### src/rtl/qq_pulse_sequencer.sv
// NMR echo-train sequencer: pre-delay, then N x (pulse, quench, acquisition).
// Optional build macro QQ_SEQ_DEADTIME_EN inserts a DEAD_CYC (>= 1) dead phase between pulse and quench.
module qq_pulse_sequencer #(
    parameter int CW = 16,
    parameter int NW = 8
`ifdef QQ_SEQ_DEADTIME_EN
    ,
    parameter int DEAD_CYC = 4
`endif
) (
    input  logic          clk_sys,
    input  logic          rst_n,
    input  logic          start,
    input  logic          abort,
    input  logic [CW-1:0] len_pre,
    input  logic [CW-1:0] len_pulse,
    input  logic [CW-1:0] len_qq,
    input  logic [CW-1:0] len_acq,
    input  logic [NW-1:0] n_echo,
    output logic          busy,
    output logic          pulse_out,
    output logic          qq_en,
    output logic          acq_en,
    output logic          done,
    output logic [2:0]    phase,
    output logic [NW-1:0] echo_idx
);

    localparam logic [2:0] S_IDLE  = 3'd0;
    localparam logic [2:0] S_PRE   = 3'd1;
    localparam logic [2:0] S_PULSE = 3'd2;
    localparam logic [2:0] S_QQ    = 3'd3;
    localparam logic [2:0] S_ACQ   = 3'd4;
    localparam logic [2:0] S_DONE  = 3'd5;
`ifdef QQ_SEQ_DEADTIME_EN
    localparam logic [2:0] S_DEAD  = 3'd6;
`endif

    logic [2:0]    state, state_nxt;
    logic [CW-1:0] cnt, cnt_nxt;
    logic [NW-1:0] echo_nxt;
    logic [CW-1:0] lat_pulse, lat_qq, lat_acq;
    logic [NW-1:0] lat_n;
    logic          accept;
    logic          cnt_last;

    // A zero length still occupies one cycle, so the reload value saturates at 0.
    function automatic logic [CW-1:0] load_val(input logic [CW-1:0] len);
        return (len == '0) ? '0 : (len - CW'(1));
    endfunction

    assign accept   = (state == S_IDLE) && start && !abort;
    assign cnt_last = (cnt == '0);
    assign phase    = state;

    always_comb begin
        state_nxt = state;
        cnt_nxt   = cnt;
        echo_nxt  = echo_idx;
        case (state)
            S_IDLE: begin
                if (accept) begin
                    state_nxt = S_PRE;
                    cnt_nxt   = load_val(len_pre);
                    echo_nxt  = '0;
                end
            end
            S_PRE: begin
                if (cnt_last) begin
                    state_nxt = S_PULSE;
                    cnt_nxt   = load_val(lat_pulse);
                end else begin
                    cnt_nxt = cnt - CW'(1);
                end
            end
            S_PULSE: begin
                if (cnt_last) begin
`ifdef QQ_SEQ_DEADTIME_EN
                    state_nxt = S_DEAD;
                    cnt_nxt   = CW'(DEAD_CYC - 1);
`else
                    state_nxt = S_QQ;
                    cnt_nxt   = load_val(lat_qq);
`endif
                end else begin
                    cnt_nxt = cnt - CW'(1);
                end
            end
`ifdef QQ_SEQ_DEADTIME_EN
            S_DEAD: begin
                if (cnt_last) begin
                    state_nxt = S_QQ;
                    cnt_nxt   = load_val(lat_qq);
                end else begin
                    cnt_nxt = cnt - CW'(1);
                end
            end
`endif
            S_QQ: begin
                if (cnt_last) begin
                    state_nxt = S_ACQ;
                    cnt_nxt   = load_val(lat_acq);
                end else begin
                    cnt_nxt = cnt - CW'(1);
                end
            end
            S_ACQ: begin
                // lat_n is never 0, so lat_n-1 cannot wrap.
                if (cnt_last) begin
                    if (echo_idx < (lat_n - NW'(1))) begin
                        state_nxt = S_PULSE;
                        cnt_nxt   = load_val(lat_pulse);
                        echo_nxt  = echo_idx + NW'(1);
                    end else begin
                        state_nxt = S_DONE;
                        cnt_nxt   = '0;
                    end
                end else begin
                    cnt_nxt = cnt - CW'(1);
                end
            end
            S_DONE: begin
                state_nxt = S_IDLE;
                cnt_nxt   = '0;
            end
            default: begin
                state_nxt = S_IDLE;
                cnt_nxt   = '0;
            end
        endcase
        if (abort && (state != S_IDLE)) begin
            state_nxt = S_IDLE;
            cnt_nxt   = '0;
            echo_nxt  = echo_idx;
        end
    end

    always_ff @(posedge clk_sys or negedge rst_n) begin
        if (!rst_n) begin
            state    <= S_IDLE;
            cnt      <= '0;
            echo_idx <= '0;
        end else begin
            state    <= state_nxt;
            cnt      <= cnt_nxt;
            echo_idx <= echo_nxt;
        end
    end

    // Configuration is captured only on an accepted start; the host may rewrite inputs mid-run.
    always_ff @(posedge clk_sys or negedge rst_n) begin
        if (!rst_n) begin
            lat_pulse <= '0;
            lat_qq    <= '0;
            lat_acq   <= '0;
            lat_n     <= '0;
        end else if (accept) begin
            lat_pulse <= len_pulse;
            lat_qq    <= len_qq;
            lat_acq   <= len_acq;
            lat_n     <= (n_echo == '0) ? NW'(1) : n_echo;
        end
    end

    always_ff @(posedge clk_sys or negedge rst_n) begin
        if (!rst_n) begin
            busy      <= 1'b0;
            pulse_out <= 1'b0;
            qq_en     <= 1'b0;
            acq_en    <= 1'b0;
            done      <= 1'b0;
        end else begin
            busy      <= (state_nxt != S_IDLE);
            pulse_out <= (state_nxt == S_PULSE);
            qq_en     <= (state_nxt == S_QQ);
            acq_en    <= (state_nxt == S_ACQ);
            done      <= (state_nxt == S_DONE);
        end
    end

endmodule
### config.mk
export PLATFORM = sky130hd
export DESIGN_NAME = qq_pulse_sequencer
export DESIGN_NICKNAME = d
export VERILOG_FILES = /design/src/rtl/qq_pulse_sequencer.sv
export SDC_FILE = /design/constraint.sdc
export NUM_CORES = 1
export LEC_CHECK = 0
export ABC_AREA = 1
export CAP_MARGIN = 40
export CORE_ASPECT_RATIO = 0.8
export CORE_MARGIN = 5
export CORE_UTILIZATION = 50
export DETAILED_ROUTE_END_ITERATION = 6
export PLACE_DENSITY = 0.74
export SLEW_MARGIN = 20
export SYNTH_ARGS = -nofsm -noshare
export SYNTH_HDL_FRONTEND = slang
export SYNTH_SLANG_ARGS = --single-unit
### constraint.sdc
create_clock -name clk_sys -period 3.1 [get_ports clk_sys]
set_clock_uncertainty 0.05 [all_clocks]
set_input_delay 0.62 -clock clk_sys [delete_from_list [all_inputs] [get_ports clk_sys]]
set_output_delay 0.62 -clock clk_sys [all_outputs]
set_load 0.005 [all_outputs]
### Word level (Yosys, flattened, before mapping)

Index checks and enable logic that the tools add are counted.

| word-level totals | value |
|---|---|
| bits in registers | 88 |
| logic and storage cells | 73 |

| operators by class | value |
|---|---|
| $add $sub $neg | 7 |
| order comparisons | 1 |
| eq/ne operators | 12 |
| muxes and demuxes | 25 |
| bitwise operators | 1 |
| reductions and logical operators | 15 |

Operators with widths:

| kind | count |
|---|---|
| $mux W16 | 11 |
| $logic_not A16 Y1 | 5 |
| $pmux W16 S5 | 1 |
| $sub A16 B1 Y16 const B | 5 |
| $mux W8 | 4 |
| $mux W3 | 7 |
| $pmux W8 S2 | 1 |
| $pmux W3 S5 | 1 |
| $eq A3 B2 Y1 const B | 4 |
| $eq A3 B3 Y1 const B | 3 |
| $add A8 B1 Y8 const B | 1 |
| $logic_not A8 Y1 | 1 |
| $lt A8 B8 Y1 | 1 |
| $sub A8 B1 Y8 const B | 1 |
| $ne A2 B2 Y1 const B | 3 |
| $reduce_bool A3 Y1 | 2 |
| $reduce_and A5 Y1 | 1 |
| $eq A3 B1 Y1 const B | 1 |
| $logic_and A1 B1 Y1 | 3 |
| $logic_not A3 Y1 | 1 |
| $ne A3 B2 Y1 const B | 1 |
| $reduce_bool A2 Y1 | 1 |
| $logic_not A1 Y1 | 1 |
| $not A1 Y1 | 1 |

### Longest topological paths before layout

Gate-level depths: netlist of the first run.

| logic depth | value |
|---|---|
| depth after elaboration | 7 |
| gate-level depth with buffers | 19 |
| mapped depth without buffers | 19 |

### Worst setup path after synthesis of the first run

Ideal clock, no wire load.

| timing path | value |
|---|---|
| kind | register -> register |
| start point | reg lat_n[0] |
| end point | reg pulse_out |
| setup time | 117 ps |
| data arrival time | 2164 ps |
| setup slack | 768 ps |
| cell stages (with the launch flop) | 17 |
| path buffers | 0 |
| clock period less this slack | 2332 ps |
| cells stage by stage | dfrtp_1 -> inv_1 -> ha_1 -> nand2_1 -> nor3_1 -> xnor2_1 -> ha_1 -> nand2_1 -> o21a_1 -> nand2_1 -> nand2_1 -> nand2_1 -> nand2_2 -> o21ai_1 -> nand3_1 -> nand2_1 -> nor2_2 |

| on the way | value |
|---|---|
| word-level cells in the longest chain between the ends | 7 |

Ends and longest elaborated chain:

| item | line | source |
|---|---|---|
| start: declaration | 43 | `logic [NW-1:0] lat_n;` |
| start signal: assignment | 161 | `lat_n <= (n_echo == '0) ? NW'(1) : n_echo;` |
| $sub A8 B1 Y8 | 110 | `if (echo_idx < (lat_n - NW'(1))) begin` |
| $lt A8 B8 Y1 | 110 |  |
| $mux W3 | 110 |  |
| $mux W3 | 109 | `if (cnt_last) begin` |
| $pmux W3 S5 | 60 | `case (state)` |
| $mux W3 | 131 | `if (abort && (state != S_IDLE)) begin` |
| $eq A3 B2 Y1 | 174 | `pulse_out <= (state_nxt == S_PULSE);` |
| end signal: assignment | 174 |  |
| end: declaration | 21 | `output logic pulse_out,` |

Every way passes these cells.
A chain may end at the register's enable or synchronous reset.

### Worst setup path in the final report of the first run

| timing path | value |
|---|---|
| start point | reg lat_n[0] |
| end point | reg cnt[11] |

| on the way | value |
|---|---|
| word-level cells in the longest chain between the ends | 6 |

Ends and longest elaborated chain:

| item | line | source |
|---|---|---|
| $sub A8 B1 Y8 | 110 |  |
| $lt A8 B8 Y1 | 110 |  |
| $mux W16 | 110 |  |
| $mux W16 | 109 |  |
| $pmux W16 S5 | 60 |  |
| $mux W16 | 131 |  |
| end signal: assignment | 145 | `cnt <= cnt_nxt;` |
| end: declaration | 40 | `logic [CW-1:0] cnt, cnt_nxt;` |

Every way passes these cells.

==> metrics.cfg, run 1 <==
[worst_setup_path]
cp_slowest_cell = dfrtp_1
regToRegSetupSlack_ns = 0.32
cp_cell_sequence = inv_1 -> ha_1 -> nand2_1 -> nor3_1 -> xnor2_1 -> ha_1 -> nand2_1 -> nor2_1 -> nand2_1 -> nand2_2 -> nand2_1 -> nand2_1 -> nand2_2 -> nand2_1 -> nand2_1 -> nand2_1 -> nand2_1 -> nand2_1 -> nand2_1
arrival_ns = 2.97
ff2ff_path_depth = 19
critical_path_required_ns = 3.29
critPathTopFamily = simple AND/OR/NAND/NOR gates
reg2reg_from = lat_n[0]
path_class = flop to flop
worstPathMaxFanout = 10
worst_path_most_repeated_cell = nand2_1
slowest_delay_ns = 0.40
startpoint_type = flop
worstSetupEndpointType = flop
path_buf_inv = 1
timing.rr.end = cnt[11]
crit_cells = 19

[timing]
finalHoldViolations = 0
slew_headroom_pct = 48.95
rsz0062_at_grt = false
fin_tns_setup_ns = 0
worst_pin_slew_ns = 0.7633
fmax_mhz = 360.0
finalSetupViolations = 0
fin_crit_ns = 2.778
period_share_pct = 89.61
maxSlewViolCount = 0

[synthesis]
yosysMostFrequentCell = nand2_1
synth.cell_area_um2 = 6755
synthFlopType = dfrtp_1
synthTopCellsByArea = dfrtp_1 (33%), nand2_1 (19%), nand3_1 (6.6%)
syn_nets = 1123
synth_seq_cells = 88
synth_top_area_cell = dfrtp_1
ys_types = 43
ys_top_cells_by_count = nand2_1 (344), inv_1 (114), nor2_1 (107)
synth_warnings = 0
synth_seq_area_share_pct = 32.60
synth-edff-count = 0
syn_area_per_cell_um2 = 6.565
async_reset_ff_share_pct = 100.0
synth_top_area_share_pct = 32.60
synthCells = 1029

[global_route]
grt_pass1_wl_um = 31120
grt.total_usage_pct = 23.81
overflow = 0
grt_max_degree = 104
antenna_found_initial = 1
grt_pass1_vias = 6338

[outcome]
status = finished, final reports clean

[clock_network]
path_clk_slew_ns = 0.07
cts_inserted_buffers = 9
clock_latency_ns = 0.35
clock-root-buffer = clkbuf_16
cts_num_sinks = 88
cts_tree = yes
clk_path_buf_depth = 2
htree_levels = 3

[floorplanning]
start_util_pct = 50.38
die_h_um = 114.0
io-pin-count = 92
dieArea_um2 = 15950
dieWidth_um = 140.0
coreArea_um2 = 13410
rows = 38

[drt]
firstDrtPassIters = 5
vias = 6735
wl_um = 18270
drtIter0Drc = 519
ant_nets = 0
drc = 0
drt-vias-per-instance = 5.185
wl_per_cell_um = 14.07

[final_layout]
fin_cells = 1299
diodes = 0
synthToLayoutAreaGrowth_pct = 20.52
drive_above_1_share_pct = 8.132
fin_nets = 1208
design_area_um2 = 8142
num-fill-cells = 1328

[power_and_ir_drop]
p_comb_share_pct = 54.5
p_per_area_nw_per_um2 = 855.9
irDropWorstVdd_mv = 0.3539
power_leakage_nw = 3.790
p_int_mw = 3.584
seq_power_share_pct = 29.9
clock_power_share_pct = 15.6
p_switching_mw = 3.385
swShare_pct = 48.57

[placed_design]
dpl_cell_area_um2 = 7821
io_buffers = 91
post-dp-hpwl_um = 14160
dp.cells = 1282
gp_congestion = 0.9919

[run]
cap_violations = 0

[hold_path]
hp-class = input pin to asynchronous set/reset pin

## layout by cell type, fill, tap and decap left out, types with 3 or more instances in the layout
cell type	count
ha_1	18
o21ai_2	8
xnor2_1	12
o21ai_0	85
a21oi_1	13
nand2_2	9
xor2_1	29
or2_2	11
clkinvlp_4	3
clkdlybuf4s50_1	90
nor3_1	13
clkbuf_16	9
buf_4	4
inv_1	114
nor2_4	5
nor3_2	5
nand2_1	343
o21ai_1	4
nor2_1	107
inv_2	6
dfrtp_1	88
nor2_2	13
nand3_1	89
nand4_1	13
## kinds of logic after synthesis
group	share of synthesized area, %
and+or+nand+nor	40.36
xor gates and xnor gates	5.316
buffers and inverters	8.816
adders and majority gates	3.334
DFF	32.60
AOI/OAI and AO/OA	9.576
## stage by stage
step | setup WS [ns] | hold WS, ns | power, mW | util (%)
final | 0.3220 | 0.1742 | 6.969 | 60.72
after global routing | 0.03625 | 0.2123 | 7.674 | 60.72
after CTS | 0.2394 | 0.1943 | 6.938 | 60.50
after detailed placement | 0.3118 | 0.4385 | 5.811 | 58.33
after global placement | 0.03064 | 0.4350 | 5.749 | 58.20
after floorplan | 0.7684 | 0.2744 | 4.788 | -
## power groups by stage
stage | registers (mW) | logic (mW) | clock network, mW
floorplan | 1.98 | 2.81 | 0
finish | 2.08 | 3.80 | 1.08
global route | 2.15 | 4.37 | 1.15
detailed placement | 2.08 | 3.73 | 0
global placement | 2.08 | 3.66 | 0
CTS | 2.07 | 3.77 | 1.10
## registers in the layout, summed over array words and instances, names as in the netlist
| register | count |
|---|---|
| echo_idx | 8 |
| acq_en | 1 |
| lat_acq | 16 |
| lat_n | 8 |
| qq_en | 1 |
| phase | 3 |
| lat_qq | 16 |
| done | 1 |
| busy | 1 |
| pulse_out | 1 |
| lat_pulse | 16 |
| cnt | 16 |
## timing repair
action	in CTS	in global routing
endpoints found under the setup margin	0	9
setup buffers	0	0
hold buffers	0	0
resized for setup	0	1
## final cells by class
cell class | instances | area (µm²) | area share (%)
sequential | 88 | 2202 | 27.05
clock buffer | 11 | 232.7 | 2.858
multi-input combinational | 795 | 3966 | 48.72
timing repair buffer | 97 | 989.7 | 12.16
inverter | 123 | 467.9 | 5.748
clock inverter | 5 | 57.56 | 0.7069
tap | 180 | 225.2 | 2.766
## how the worst max path moves through the flow
stage | start | to | slack (ns)
2_1_floorplan | lat_n[0] | pulse_out | 0.77
3_3_place_gp | len_pre[4] | cnt[13] | 0.03
3_5_place_dp | lat_n[0] | cnt[11] | 0.31
4_1_cts | lat_n[0] | cnt[11] | 0.24
5_1_grt | lat_n[0] | cnt[10] | 0.04
6_report | lat_n[0] | cnt[11] | 0.32
## layer usage
metal / share of wire (%) / vias up / GRT usage [%] / wire [µm]
li1: - / 3429 / - / -
met1: 47 / 3018 / 34.65 / 8615
met2: 42 / 252 / 35.98 / 7696
met3: 8.9 / 34 / 5.532 / 1631
met4: 1.8 / 2 / 5.939 / 321
met5: 0.044 / - / 0 / 8
No activity file was read; power rests on OpenSTA's default activity.
==> run 2, diff against run 1 <==
DONT_BUFFER_PORTS = 1   (was default)
PLACE_DENSITY = default   (was 0.74)
==> run 2 against run 1 <==
Compared with the run above: the flow now finishes with violations (DRC); critical endpoint is now qq_en; final area decreased by 11%; highest routed layer is now met4; flip-flop and latch count unchanged; first-iteration DRC count decreased by 5.8%; routed wire length decreased by 0.33%; fmax increased by 1.7%; non-clock buffer count decreased by 89; hold slack got worse by 0.074 ns; clock power about the same; count of clock-buffer cells in the layout decreased by 1; via count decreased by 6.7%; power decreased by 1.3%.
==> metrics.cfg, run 2 (synthesized netlist as in run 1, its figures left out) <==
[outcome]
status = finished, violations left  ; was finished, final reports clean
violations = DRC

[drt]
wl_per_cell_um = 15.08  ; was 14.07 µm
drt-vias-per-instance = 5.203  ; was 5.185
ant_nets = 0  ; unchanged
vias = 6285  ; was 6735
drc = 2  ; was 0
firstDrtPassIters = 7  ; was 5
drtIter0Drc = 489  ; was 519
wl_um = 18210  ; was 18270 µm

[final_layout]
fin_cells = 1208  ; was 1299
drive_above_1_share_pct = 8.658  ; was 8.132%
fin_nets = 1119  ; was 1208
layout_commonest_cell = nand2_1  ; unchanged
diodes = 0  ; unchanged
num-fill-cells = 1388  ; was 1328
regArea_um2 = 2202  ; unchanged
layout_common_cells = nand2_1 (344), inv_1 (114), nor2_1 (107), nand3_1 (89), dfrtp_1 (88)  ; was nand2_1 (343), inv_1 (114), nor2_1 (107), clkdlybuf4s50_1 (90), nand3_1 (89)
design_area_um2 = 7229  ; was 8142 µm²
synthToLayoutAreaGrowth_pct = 7.020  ; was 20.52%
multi_input_area_um2 = 3958  ; was 3966 µm²

[power_and_ir_drop]
power_leakage_nw = 3.454  ; was 3.790 nW
p_int_mw = 3.463  ; was 3.584 mW
p_comb_share_pct = 53.8  ; was 54.5%
p_total_mw = 6.876  ; was 6.969 mW
irDropWorstVdd_mv = 0.3892  ; was 0.3539 mV
swShare_pct = 49.64  ; was 48.57%
p_switching_mw = 3.413  ; was 3.385 mW
p_per_area_nw_per_um2 = 951.1  ; was 855.9 nW/µm²
seq_power_share_pct = 30.6  ; was 29.9%
clock_power_share_pct = 15.6  ; about the same

[floorplanning]
io-pin-count = 92  ; unchanged
coreArea_um2 = 13410  ; unchanged
die_h_um = 114.0  ; unchanged
dieArea_um2 = 15950  ; unchanged
dieWidth_um = 140.0  ; unchanged
rows = 38  ; unchanged
start_util_pct = 50.38  ; unchanged

[worst_setup_path]
cp_slowest_cell = dfrtp_1  ; unchanged
slowest_delay_ns = 0.40  ; about the same
arrival_ns = 2.92  ; was 2.97 ns
startpoint_type = flop  ; unchanged
critical_path_required_ns = 3.29  ; about the same
worst_path_most_repeated_cell = nand2_1  ; unchanged
worstPathMaxFanout = 10  ; unchanged
worstSetupEndpointType = flop  ; unchanged
path_class = flop to flop  ; unchanged
critPathTopFamily = simple AND/OR/NAND/NOR gates  ; unchanged
cp_cell_sequence = inv_1 -> ha_1 -> nand2_1 -> nor3_1 -> xnor2_1 -> ha_1 -> nand2_1 -> o21a_1 -> nand2_1 -> nand2_1 -> nand2_1 -> nand2_2 -> o21ai_1 -> nand3_1 -> nand2_1 -> nor2_1  ; was inv_1 -> ha_1 -> nand2_1 -> nor3_1 -> xnor2_1 -> ha_1 -> nand2_1 -> nor2_1 -> nand2_1 -> nand2_2 -> nand2_1 -> nand2_1 -> nand2_2 -> nand2_1 -> nand2_1 -> nand2_1 -> nand2_1 -> nand2_1 -> nand2_1
path_buf_inv = 1  ; unchanged

[clock_network]
cts_tree = yes  ; unchanged
path_clk_slew_ns = 0.06  ; was 0.07 ns
clock-root-buffer = clkbuf_16  ; unchanged
clock_latency_ns = 0.35  ; about the same
clk_path_buf_depth = 2  ; unchanged
cts_num_sinks = 88  ; unchanged
cts_inserted_buffers = 9  ; unchanged
htree_levels = 3  ; unchanged

[timing]
fin_tns_setup_ns = 0  ; unchanged
slew_headroom_pct = 63.07  ; was 48.95%
fin_crit_ns = 2.731  ; was 2.778 ns
maxSlewViolCount = 0  ; unchanged
rsz0062_at_grt = false  ; unchanged
period_share_pct = 88.10  ; was 89.61%
worst_pin_slew_ns = 0.5482  ; was 0.7633 ns
finalSetupViolations = 0  ; unchanged
finalHoldViolations = 0  ; unchanged
fmax_mhz = 366.2  ; was 360.0 MHz

[placed_design]
gp_congestion = 0.9322  ; was 0.9919
dpl_cell_area_um2 = 6914  ; was 7821 µm²
post-dp-hpwl_um = 14080  ; was 14160 µm
dp.cells = 1192  ; was 1282
io_buffers = 0  ; was 91

[global_route]
met2_usage_pct = 33.42  ; was 35.98%
grt_pass1_wl_um = 30660  ; was 31120 µm
antenna_found_initial = 0  ; was 1
use_met1_pct = 37.04  ; was 34.65%
grt.total_usage_pct = 23.86  ; was 23.81%
grt_pass1_vias = 5967  ; was 6338
grt_max_degree = 89  ; was 104
busiest_layer = met1  ; was met2
overflow = 0  ; unchanged
met3_usage_pct = 5.029  ; was 5.532%

[hold_path]
hp-class = input pin to asynchronous set/reset pin  ; unchanged

[run]
cap_violations = 0  ; unchanged

run 2: final timing paths:
path / depth (start not counted) / to / slack, ns / startpoint
setup / recovery: 16 / qq_en / 0.37 / lat_n[0]
hold / removal: 1 / lat_qq[8] / 0.10 / rst_n
setup reg to reg: 16 / qq_en / 0.37 / lat_n[0]
hold reg to reg: 2 / lat_n[7] / 0.46 / lat_n[7]
max in group asynchronous: 1 / cnt[1] / 2.48 / rst_n
min in group clk_sys: 2 / lat_pulse[9] / 0.33 / len_pulse[9]
run 2: cell type report:
class	count	share of cell area (%)
Clock buffer	10	3.167
Clock inverter	4	0.6577
Inverter	123	6.473
Multi-Input combinational cell	795	54.74
Sequential cell	88	30.46
Tap cell	180	3.115
Timing Repair Buffer	8	1.385
run 2: per-layer routing:
layer | vias up | wire [µm] | share of wire, %
met3 | 21 | 1200 | 6.6
met4 | 0 | 329 | 1.8
li1 | 3247 | - | -
met1 | 2829 | 9393 | 52
met2 | 188 | 7290 | 40
met5 | - | 0 | 0
run 2: power by group through the flow:
stage | combinational, mW | clock, mW | sequential [mW]
2_1_floorplan | 2.81 | 0 | 1.98
3_3_place_gp | 3.58 | 0 | 2.12
3_5_place_dp | 3.63 | 0 | 2.10
4_1_cts | 3.67 | 1.10 | 2.10
5_1_grt | 4.27 | 1.14 | 2.18
6_report | 3.70 | 1.07 | 2.10
run 2: stage by stage:
step	setup slack [ns]	utilization, %	hold slack [ns]
2_1_floorplan	0.7684	-	0.2744
3_3_place_gp	0.4556	51.33	0.2769
3_5_place_dp	0.4168	51.57	0.2770
4_1_cts	0.3934	53.84	0.1498
5_1_grt	0.004564	53.92	0.1376
6_report	0.3690	53.92	0.1007
run 2: repair_timing:
action / in CTS / in global routing
setup buffers: 0 / 0
endpoints found under the hold margin: 88 / 0
hold buffers: 1 / 0
gates resized for setup: 0 / 0
==> run 3, diff against run 2 <==
SLEW_MARGIN = default   (was 20)
==> run 3 against run 2 <==
Compared with the run above: the run now ends clean; first-iteration DRC count decreased by 6.7%; global-route usage increased by 0.14 points; flip-flop and latch count unchanged; power increased by 1.7%; final area increased by 0.47%; utilization increased by 0.25 points; combinational power about the same; count of clock-buffer cells in the layout unchanged; die area unchanged; cell count unchanged; hold slack improved by 0.020 ns; sequential power about the same; critical path type unchanged.
==> metrics.cfg, run 3 (synthesized netlist as in run 1, its figures left out) <==
[clock_network]
clock_latency_ns = 0.36  ; was 0.35 ns
cts_num_sinks = 88  ; unchanged
cts_tree = yes  ; unchanged
cts_inserted_buffers = 9  ; unchanged
postCtsSetupRepairBufs = 0  ; unchanged
path_clk_slew_ns = 0.07  ; was 0.06 ns
clk_path_buf_depth = 2  ; unchanged
htree_levels = 3  ; unchanged
clock-root-buffer = clkbuf_16  ; unchanged

[timing]
slew_headroom_pct = 43.43  ; was 63.07%
finalHoldViolations = 0  ; unchanged
maxSlewViolCount = 0  ; unchanged
fin_hold_ws_ns = 0.1208  ; was 0.1007 ns
worst_pin_slew_ns = 0.8458  ; was 0.5482 ns
fin_crit_ns = 2.622  ; was 2.731 ns
setup_ws_ns = 0.4779  ; was 0.3690 ns
period_share_pct = 84.58  ; was 88.10%
finalSetupViolations = 0  ; unchanged
fmax_mhz = 381.4  ; was 366.2 MHz
fin_tns_setup_ns = 0  ; unchanged
rsz0062_at_grt = false  ; unchanged

[worst_setup_path]
cp_cell_sequence = nor2_1 -> nand4_1 -> nor3_1 -> xnor2_1 -> ha_1 -> a21oi_1 -> o21a_1 -> nand2_2 -> nand2_1 -> nand2_1 -> nand2_2 -> inv_1 -> o21ai_0 -> nand2_1 -> nand2_1  ; was inv_1 -> ha_1 -> nand2_1 -> nor3_1 -> xnor2_1 -> ha_1 -> nand2_1 -> o21a_1 -> nand2_1 -> nand2_1 -> nand2_1 -> nand2_2 -> o21ai_1 -> nand3_1 -> nand2_1 -> nor2_1
path_class = flop to flop  ; unchanged
slowest_delay_ns = 0.42  ; was 0.40 ns
path_buf_inv = 1  ; unchanged
arrival_ns = 2.87  ; was 2.92 ns
cp_slowest_cell = dfrtp_1  ; unchanged
worst_path_most_repeated_cell = nand2_1  ; unchanged
worstPathMaxFanout = 10  ; unchanged
critPathTopFamily = simple AND/OR/NAND/NOR gates  ; unchanged
startpoint_type = flop  ; unchanged
worstSetupEndpointType = flop  ; unchanged
critical_path_required_ns = 3.34  ; was 3.29 ns

[placed_design]
dp.cells = 1192  ; unchanged
post-dp-hpwl_um = 14090  ; was 14080 µm
io_buffers = 0  ; unchanged
dp_slack_ns = 0.3808  ; was 0.4168 ns
gp_congestion = 0.9322  ; unchanged
dpl_cell_area_um2 = 6922  ; was 6914 µm²

[final_layout]
fin_nets = 1118  ; was 1119
fin_cells = 1208  ; unchanged
drive_above_1_share_pct = 8.755  ; was 8.658%
layout_common_cells = nand2_1 (343), inv_1 (114), nor2_1 (107), nand3_1 (89), dfrtp_1 (88)  ; was nand2_1 (344), inv_1 (114), nor2_1 (107), nand3_1 (89), dfrtp_1 (88)
layout_commonest_cell = nand2_1  ; unchanged
synthToLayoutAreaGrowth_pct = 7.520  ; was 7.020%
diodes = 0  ; unchanged
design_area_um2 = 7263  ; was 7229 µm²

[hold_path]
hp-class = input pin to asynchronous set/reset pin  ; unchanged

[floorplanning]
coreArea_um2 = 13410  ; unchanged
io-pin-count = 92  ; unchanged
start_util_pct = 50.38  ; unchanged
die_h_um = 114.0  ; unchanged
dieArea_um2 = 15950  ; unchanged
dieWidth_um = 140.0  ; unchanged
rows = 38  ; unchanged

[power_and_ir_drop]
irDropWorstVdd_mv = 0.4108  ; was 0.3892 mV
seq_power_share_pct = 30.1  ; was 30.6%
p_per_area_nw_per_um2 = 962.6  ; was 951.1 nW/µm²
clock_power_share_pct = 17.0  ; was 15.6%
p_int_mw = 3.543  ; was 3.463 mW
p_switching_mw = 3.448  ; was 3.413 mW
p_comb_share_pct = 53.0  ; was 53.8%
swShare_pct = 49.32  ; was 49.64%
power_leakage_nw = 3.469  ; was 3.454 nW

[global_route]
overflow = 0  ; unchanged
grt_max_degree = 103  ; was 89
grt.total_usage_pct = 24.00  ; was 23.86%
antenna_found_initial = 0  ; unchanged
grt_pass1_wl_um = 30710  ; was 30660 µm
grt_pass1_vias = 5979  ; was 5967

[drt]
firstDrtPassIters = 5  ; was 7
drtIter0Drc = 456  ; was 489
drt-vias-per-instance = 5.165  ; was 5.203
wl_per_cell_um = 15.17  ; was 15.08 µm
ant_nets = 0  ; unchanged
wl_um = 18330  ; was 18210 µm
drc = 0  ; was 2
vias = 6239  ; was 6285

[outcome]
status = finished, final reports clean  ; was finished, violations left

[run]
cap_violations = 0  ; unchanged

[run 3: changes by cell type in the layout (fill, tap and decap cells not counted), sizes merged]
| cell | change |
|---|---|
| buf | -1 |
| bufinv | +1 |
| clkinv | +1 |
| clkinvlp | -1 |
[run 3: timing repair]
item                                    4_1_cts  5_1_grt
endpoints found under the setup margin        0        2
hold buffers                                  1        0
resized for setup                             0        1
hold endpoints to repair                     88        0
[run 3: area by class of cell]
cell class	count	area (µm²)
tap	180	225.2
clock inverter	5	82.58
fill	1408	6145
inverter	123	467.9
sequential	88	2202
timing repair buffer	7	96.34
multi-input combinational	795	3960
clock buffer	10	229.0
[run 3: power by group through the flow]
stage          sequential, mW  clock (mW)  combinational [mW]
3_3_place_gp             2.12           0                3.58
6_report                 2.10        1.19                3.70
4_1_cts                  2.09        1.21                3.69
5_1_grt                  2.18        1.26                4.25
2_1_floorplan            1.98           0                2.81
3_5_place_dp             2.10           0                3.64
[run 3: worst paths after layout]
path / from / endpoint / slack [ns] / cells after the start
setup / recovery: lat_n[2] / cnt[0] / 0.48 / 15
hold / removal: rst_n / lat_qq[10] / 0.12 / 1
setup reg to reg: lat_n[2] / cnt[0] / 0.48 / 15
hold reg to reg: lat_n[7] / lat_n[7] / 0.45 / 2
max in group asynchronous: rst_n / lat_n[5] / 2.52 / 1
min in group clk_sys: len_pulse[9] / lat_pulse[9] / 0.33 / 2
[run 3: metrics by stage]
stage | power (mW) | util, %
3_3_place_gp | 5.697 | 51.33
2_1_floorplan | 4.788 | -
6_report | 6.991 | 54.17
5_1_grt | 7.683 | 54.17
3_5_place_dp | 5.737 | 51.62
4_1_cts | 6.986 | 54.15
[run 3: metal layers]
metal / vias to the layer above / part of all wire [%] / track usage (%) / routed length, µm
li1: 3242 / - / - / -
met1: 2807 / 52 / 36.79 / 9529
met2: 163 / 40 / 33.77 / 7269
met3: 27 / 6.1 / 4.904 / 1116
met4: 0 / 2.2 / 7.424 / 410
met5: - / 0 / 0 / 0
[run 3: worst reg2reg max path, delay by kind of cell, from the launching register on]
kind | cells | cell delay [ns]
AOI/OAI and AO/OA | 3 | 0.44
xor gates and xnor gates | 1 | 0.17
adders and majority gates | 1 | 0.27
buffers and inverters | 1 | 0.09
DFF | 1 | 0.42
and+or+nand+nor | 9 | 1.11
